[src/rtl/sdram_arbiter.sv]
`default_nettype none
// ---------------------------------------------------------------------------
// sdram_arbiter: three toggle-handshake requesters sharing one SDRAM controller
// Rev 1.0
// ---------------------------------------------------------------------------
module sdram_arbiter #(
  parameter int P0_BURST = 4
) (
  input  logic        clk,
  input  logic        reset_n,
  input  logic        p0_req,
  output logic        p0_ack,
  input  logic        p0_we,
  input  logic [1:0]  p0_wm,
  input  logic [21:0] p0_address,
  input  logic [15:0] p0_data_write,
  output logic [15:0] p0_data_read,
  input  logic        p1_req,
  output logic        p1_ack,
  input  logic        p1_we,
  input  logic [1:0]  p1_wm,
  input  logic [21:0] p1_address,
  input  logic [15:0] p1_data_write,
  output logic [15:0] p1_data_read,
  input  logic        p2_req,
  output logic        p2_ack,
  input  logic        p2_we,
  input  logic [1:0]  p2_wm,
  input  logic [21:0] p2_address,
  input  logic [15:0] p2_data_write,
  output logic [15:0] p2_data_read,
  output logic        mem_req,
  input  logic        mem_ack,
  output logic        mem_we,
  output logic [1:0]  mem_wm,
  output logic [21:0] mem_address,
  output logic [15:0] mem_data_write,
  input  logic [15:0] mem_data_read,
  output logic [1:0]  grant,
  output logic        busy
);

  localparam logic [3:0] BURST = 4'(P0_BURST);

  typedef enum logic [0:0] {IDLE = 1'b0, WAIT = 1'b1} state_t;
  state_t state, state_next;

  logic [2:0]  req_in, we_in, ack_q, pending;
  logic [1:0]  wm_in    [3];
  logic [21:0] addr_in  [3];
  logic [15:0] wdata_in [3];
  logic [15:0] rdata_q  [3];

  logic        others, issue, complete, rr_ptr;
  logic [1:0]  sel;
  logic [3:0]  p0_cnt;
  logic        sel_we;
  logic [1:0]  sel_wm;
  logic [21:0] sel_addr;
  logic [15:0] sel_wdata;

  assign req_in      = {p2_req, p1_req, p0_req};
  assign we_in       = {p2_we, p1_we, p0_we};
  assign wm_in[0]    = p0_wm;
  assign wm_in[1]    = p1_wm;
  assign wm_in[2]    = p2_wm;
  assign addr_in[0]  = p0_address;
  assign addr_in[1]  = p1_address;
  assign addr_in[2]  = p2_address;
  assign wdata_in[0] = p0_data_write;
  assign wdata_in[1] = p1_data_write;
  assign wdata_in[2] = p2_data_write;

  assign p0_ack       = ack_q[0];
  assign p1_ack       = ack_q[1];
  assign p2_ack       = ack_q[2];
  assign p0_data_read = rdata_q[0];
  assign p1_data_read = rdata_q[1];
  assign p2_data_read = rdata_q[2];

  assign pending = req_in ^ ack_q;
  assign others  = pending[1] | pending[2];
  assign busy    = (state == WAIT);

  always_ff @(posedge clk or negedge reset_n) begin
    if (!reset_n) state <= IDLE;
    else          state <= state_next;
  end

  // rr_ptr low prefers port 1, high prefers port 2
  always_comb begin
    state_next = state;
    issue      = 1'b0;
    complete   = 1'b0;
    if (pending[0] && !((p0_cnt >= BURST) && others))
      sel = 2'd0;
    else if (pending[1] && (!pending[2] || !rr_ptr))
      sel = 2'd1;
    else
      sel = 2'd2;
    case (state)
      IDLE: if ((|pending) && (mem_req == mem_ack)) begin
        issue      = 1'b1;
        state_next = WAIT;
      end
      WAIT: if (mem_ack == mem_req) begin
        complete   = 1'b1;
        state_next = IDLE;
      end
      default: state_next = IDLE;
    endcase
  end

  always_comb begin
    sel_we    = we_in[2];
    sel_wm    = wm_in[2];
    sel_addr  = addr_in[2];
    sel_wdata = wdata_in[2];
    case (sel)
      2'd0: begin
        sel_we    = we_in[0];
        sel_wm    = wm_in[0];
        sel_addr  = addr_in[0];
        sel_wdata = wdata_in[0];
      end
      2'd1: begin
        sel_we    = we_in[1];
        sel_wm    = wm_in[1];
        sel_addr  = addr_in[1];
        sel_wdata = wdata_in[1];
      end
      default: ;
    endcase
  end

  always_ff @(posedge clk or negedge reset_n) begin
    if (!reset_n) begin
      mem_req        <= 1'b0;
      mem_we         <= 1'b0;
      mem_wm         <= 2'b11;
      mem_address    <= '0;
      mem_data_write <= '0;
      ack_q          <= '0;
      for (int i = 0; i < 3; i++) rdata_q[i] <= '0;
      grant          <= 2'd3;
      rr_ptr         <= 1'b0;
      p0_cnt         <= '0;
    end else begin
      if (issue) begin
        mem_req        <= ~mem_req;
        mem_we         <= sel_we;
        mem_wm         <= sel_wm;
        mem_address    <= sel_addr;
        mem_data_write <= sel_wdata;
        grant          <= sel;
      end
      if (complete) begin
        grant <= 2'd3;
        for (int i = 0; i < 3; i++) begin
          if (grant == 2'(i)) begin
            ack_q[i]   <= ~ack_q[i];
            rdata_q[i] <= mem_data_read;
          end
        end
        if (grant != 2'd0) rr_ptr <= (grant == 2'd1);
      end
      // Burst counter only matters while port 1 or 2 is competing
      if (!others)
        p0_cnt <= '0;
      else if (issue)
        p0_cnt <= (sel != 2'd0) ? 4'd0 : ((p0_cnt < BURST) ? 4'(p0_cnt + 4'd1) : p0_cnt);
    end
  end

endmodule
`default_nettype wire
[config.mk]
export PLATFORM = sky130hd
export DESIGN_NAME = sdram_arbiter
export DESIGN_NICKNAME = d
export VERILOG_FILES = /design/src/rtl/sdram_arbiter.sv
export SDC_FILE = /design/constraint.sdc
export NUM_CORES = 1
export LEC_CHECK = 0
export CORE_ASPECT_RATIO = 0.75
export CORE_MARGIN = 2
export CORE_UTILIZATION = 42
export CTS_BUF_LIST = sky130_fd_sc_hd__clkbuf_4
export DETAILED_ROUTE_END_ITERATION = 16
export GPL_ROUTABILITY_DRIVEN = 0
export PLACE_DENSITY = 0.83
export SYNTH_ARGS = -nofsm -noshare
export SYNTH_HDL_FRONTEND = slang
export SYNTH_SLANG_ARGS = --single-unit
[constraint.sdc]
create_clock -name clk -period 2.45 [get_ports clk]
set_input_delay 0.3675 -clock clk [delete_from_list [all_inputs] [get_ports clk]]
set_output_delay 0.3675 -clock clk [all_outputs]
set_load 0.05 [all_outputs]
After elaboration in Yosys (flattened, before gate mapping)
Index checks and enable logic that the tools add are counted.

Bits in registers: 101. Bits of input ports: 145. Output and inout bits: 96. Word-level logic and storage cells: 69.

Add/sub/neg operators: 1. $lt $le $gt $ge: 2. Eq/ne operators: 7. Multiplexer cells: 18. Bitwise logic cells: 7. Reduce and logical (&&, ||, !) cells: 19.

Operators by type and width (count): case mux 22 bit (2 select lines) (1); case mux 16 bit (2 select lines) (1); two-way mux 4 bit (4); AND reduction 2 bit (5); two-way mux 2 bit (4); nonzero test 2 bit (3); two-way mux 1 bit (5); NOT 1 bit (5); adder 4 x 1 -> 4 bit, second input constant (1); equality test 2 x 1 -> 1 bit, second input constant (2); >= comparator 4 x 3 -> 1 bit, second input constant (1); logical AND 1 bit (4); zero test 2 bit (2); < comparator 4 x 3 -> 1 bit, second input constant (1); case mux 1 bit (2 select lines) (2); case mux 2 bit (2 select lines) (1); zero test 1 bit (3); inequality test 3 x 1 -> 1 bit, second input constant (1); OR reduction 3 bit (1); bitwise XOR 3 bit (1); equality test 1 bit (2); equality test 2 bit, second input constant (1); inequality test 2 x 1 -> 1 bit, second input constant (1); logical OR 1 bit (1); bitwise OR 1 bit (1).

Longest topological paths before layout
Depth after elaboration: 10. Mapped depth: 7. Depth with buffers taken out: 5.

Least setup slack after synthesis
No wires, ideal clock.

Path type: flip-flop to flip-flop. From: register mem_req. To: register rdata_q, in the netlist p0_data_read[10]. Setup time: 125 ps. Arrival time: 1952 ps. Required time: 2325 ps. Setup slack: 373 ps. Stages on the path, launching flop included: 6. Path buffers: 1. Period minus slack after synthesis: 2077 ps. Path through: dfrtp_1 -> xnor2_4 -> nand2_1 -> nor3_4 -> buf_4 -> mux2_2.

Cells in the longest elaborated chain, start to end: 4.

RTL lines: from (decl) (RTL line 32) `output logic mem_req,`; from (signal assigned) (RTL line 150) `mem_req <= ~mem_req;`; equality test 1 bit (RTL line 106) `WAIT: if (mem_ack == mem_req) begin`; two-way mux 1 bit (RTL line 106); two-way mux 1 bit (RTL line 101) `case (state)`; AND reduction 2 bit (no source line); to (signal, indexed assignment) (RTL line 162) `rdata_q[i] <= mem_data_read;`; to (decl) (RTL line 52) `logic [15:0] rdata_q [3];`.

No other way between the ends. A chain may end at the register's enable or synchronous reset.

Worst setup path after layout
From: register grant[1]. To: output grant[1].

RTL lines: from (decl) (RTL line 39) `output logic [1:0] grant,`; from (signal assigned) (RTL line 155) `grant <= sel;`.

No word-level cell between the ends.

==> results.md <==
| Result | Reported |
|---|---|
| Clock skew | 29.7 ps |
| Net count of the mapped netlist | 616 |
| Setup Crit Path Kind | reg2out |
| Final period util | 95.4% |
| Data arrival time of the worst path | 1970 ps |
| H-tree depth | 3 |
| Post-synthesis cell count | 470 |
| Hold Path Class | in2async |
| Launch point of the worst reg-to-reg path | ack_q[1] |
| Vertical die dimension | 97.3 µm |
| Cts bufs inserted | 9 |
| PD cells | 1550 nW/µm² |
| Slew at the pin with the worst max-slew slack | 555 ps |
| Outcome | finished, final reports clean |
| Number of core rows | 34 |
| Setup fix buffers added after clock tree synthesis | 0 |
| Summed negative setup slack over all endpoints | 0 ps |
| Routed wire length per instance | 17.9 µm |
| Cell type group with the largest total delay on the critical path | buffers and inverters |
| Final setup violation count | 0 |
| Number of synthesized flops with an enable pin | 0 |
| Highest-delay cell along the critical path | sky130_fd_sc_hd__clkdlybuf4s50_1 |
| Largest cells by area after synthesis | sky130_fd_sc_hd__dfrtp_1 50%, sky130_fd_sc_hd__mux2_2 11%, sky130_fd_sc_hd__o21ai_0 6.0% |
| DRC | 0 |
| Syn Area/Cell | 10.4 µm² |
| Clock root buffer | sky130_fd_sc_hd__clkbuf_4 |
| Max Fanout on Critical Path | 7 |
| Vias in the first global route | 4,854 |
| Required time reported for the critical path endpoint | 2080 ps |
| Minimum hold slack | 248 ps |
| Antenna violations before repair | 0 |
| Area of the core | 11,400 µm² |
| Share of cells above drive strength 1 | 13.1% |
| Count of distinct cell types in the synthesized netlist | 36 |
| Pin count of the biggest net entering global routing | 64 |
| Initial Util | 42.6% |
| Cell type with the highest aggregate area in the netlist | sky130_fd_sc_hd__dfrtp_1 |
| TritonCTS clock tree | yes |
| Clk sinks | 101 |
| Max-cap violations | 0 |
| Count of final max-slew check failures | 0 |
| Post-synth ARST share | 100% |
| Post-synth top flop | sky130_fd_sc_hd__dfrtp_1 |
| Count of buffers from port buffering | 240 |
| Sequential element share of the synthesized area | 52.0% |
| Die ar. | 12,500 µm² |
| Number of hold violations in the final report | 0 |
| Area of the mapped netlist | 4870 µm² |
| Final critical path time including I/O delays and setup | 2340 ps |
| Buffering stage count on the worst path with inverters included | 1 |
| Antenna viol nets, final | 0 |
| Wire length reported by the detailed router | 15,300 µm |
| Total vias in the final route | 4,619 |
| Lkg Pwr | 0.00310 µW |
| Cells traversed along the worst timing path | clkdlybuf4s50_1 |
| Number of top-level design ports | 241 |
| Number of nets in the final layout | 851 |
| DRT Pass-1 Iters | 5 |
| Clock network latency to the later pin of the worst-skew pair | 460 ps |
| Achievable Freq | 0.428 GHz |
| Critical Path Max Stage Delay | 860 ps |
| Synth Warn # | 0 |
| Slew HR | 63.0% |
| Launching element type of the critical path | register |
| Wire length of the first global-routing pass | 24,700 µm |
| Max clock buf depth | 2 |
| Total global routing overflow | 0 |
| Critical path capture point type | primary output |
| Detailed placer's ending HPWL | 11,300 µm |
| Total of flip-flops plus latches after synthesis | 101 |
| Clock slew at the register clock pins of the worst setup and hold paths | 160 ps |
| DIE WIDTH | 128 µm |
| Antenna Diode Count | 0 |
| Flop-to-flop setup slack | 510 ps |
| GRT Util Overall | 25.1% |
| Terminus of the critical flop-to-flop path | mem_address[19] |
| Number of cells traversed by the worst register-to-register path | 6 |
| Worst voltage drop across the vdd grid | 0.000934 V |
| Area share of the largest cell type after synthesis | 49.8% |
| Number of DRC markers in iteration 0 | 213 |
| Area grow syn2layout | 57.1% |
| Average via count per standard cell | 5.41 |
| Unrepaired setup endpoints after global routing | no |
[synthesized netlist by cell type, types with 2 or more instances]
library cell               count
sky130_fd_sc_hd__nor2_2        2
sky130_fd_sc_hd__dfstp_2       4
sky130_fd_sc_hd__o22a_1        3
sky130_fd_sc_hd__o31ai_1      38
sky130_fd_sc_hd__nor3_1        8
sky130_fd_sc_hd__buf_2        13
sky130_fd_sc_hd__clkbuf_1     17
sky130_fd_sc_hd__nand2_1      47
sky130_fd_sc_hd__o21a_1       31
sky130_fd_sc_hd__a31oi_1       7
sky130_fd_sc_hd__nand3_1       4
sky130_fd_sc_hd__nor2_1       45
sky130_fd_sc_hd__mux2_2       47
sky130_fd_sc_hd__xnor2_1       4
sky130_fd_sc_hd__inv_1         4
sky130_fd_sc_hd__a21oi_1       8
sky130_fd_sc_hd__xor2_2        3
sky130_fd_sc_hd__o21ai_0      58
sky130_fd_sc_hd__o21ai_1      14
sky130_fd_sc_hd__dfrtp_1      97
[worst max path at each step]
stage,start,end,cells after the start
after CTS,grant[1],grant[1],1
after global placement,p1_req,mem_data_write[9],7
after global routing,grant[0],grant[0],1
after floorplan,mem_req,p0_data_read[10],5
final,grant[1],grant[1],1
after detailed placement,p1_req,mem_data_write[6],7
[power breakdown]
group | switching, µW | leakage, µW | internal (µW) | total, µW
combinational | 5120 | 0.00181 | 2840 | 7960
clock | 594 | 0.0000626 | 230 | 824
sequential | 545 | 0.00123 | 2510 | 3060
[cells by family after synthesis]
logic type / Yosys count / share of synthesized area [%]
compound gates: 163 / 21.1
xor+xnor: 9 / 2.47
fa+ha+maj: 1 / 0.257
buf+inv: 36 / 3.34
flops: 101 / 52.0
mux: 48 / 11.1
simple gates: 112 / 9.76
[flip-flops by register name, summed over array words and instances, names as in the netlist, 2 cells and up]
signal,flops
p2_data_read,16
mem_wm,2
p0_data_read,16
p0_cnt,4
mem_address,22
ack_q,3
grant,2
mem_data_write,16
p1_data_read,16
[layer usage]
metal / up-vias / global-route usage, % / share of wire [%]
li1: 2151 / - / -
met1: 2227 / 30.1 / 40
met2: 219 / 43.0 / 49
met3: 22 / 8.20 / 9.4
met4: 0 / 7.35 / 1.7
met5: - / 0 / 0
[cell usage in the layout (no fill, tap or decap), types with 2 or more instances in the layout]
| master | n |
|---|---|
| sky130_fd_sc_hd__nand2_1 | 47 |
| sky130_fd_sc_hd__nor2_2 | 2 |
| sky130_fd_sc_hd__clkbuf_4 | 10 |
| sky130_fd_sc_hd__clkdlybuf4s50_1 | 239 |
| sky130_fd_sc_hd__o21ai_1 | 14 |
| sky130_fd_sc_hd__buf_12 | 7 |
| sky130_fd_sc_hd__a21oi_1 | 8 |
| sky130_fd_sc_hd__o22a_1 | 3 |
| sky130_fd_sc_hd__buf_4 | 9 |
| sky130_fd_sc_hd__xnor2_1 | 4 |
| sky130_fd_sc_hd__o21a_1 | 31 |
| sky130_fd_sc_hd__nor2_1 | 45 |
| sky130_fd_sc_hd__mux2_2 | 47 |
| sky130_fd_sc_hd__nor3_1 | 8 |
| sky130_fd_sc_hd__clkinvlp_4 | 2 |
| sky130_fd_sc_hd__o21ai_0 | 58 |
| sky130_fd_sc_hd__inv_1 | 4 |
| sky130_fd_sc_hd__nand3_1 | 4 |
| sky130_fd_sc_hd__dfrtp_1 | 97 |
| sky130_fd_sc_hd__o31ai_1 | 38 |
| sky130_fd_sc_hd__dfstp_2 | 4 |
| sky130_fd_sc_hd__a31oi_1 | 7 |
| sky130_fd_sc_hd__xor2_2 | 3 |
[layout make-up]
cell class | count | area (µm²)
fill | 863 | 3790
timing repair buffer | 256 | 2610
sequential | 101 | 2530
multi-input combinational | 333 | 2190
tap | 144 | 180
clock buffer | 10 | 75.1
clock inverter | 6 | 47.5
inverter | 4 | 15.0
[repair_timing]
item	4_1_cts	5_1_grt
endpoints found under the hold margin	52	0
hold buffers	1	0
resized for setup	0	0
[per-stage QoR]
step	util (%)	power (µW)	setup WS (ps)	std cells	area (µm²)
floorplan	-	8170	373	470	4870
global placement	65.7	10800	203	837	7520
detailed placement	65.7	11100	114	837	7520
CTS	66.9	11900	78.2	854	7650
global route	66.9	12500	48.2	854	7650
finish	66.9	11800	112	854	7650
(Power assumes the default switching activity.)
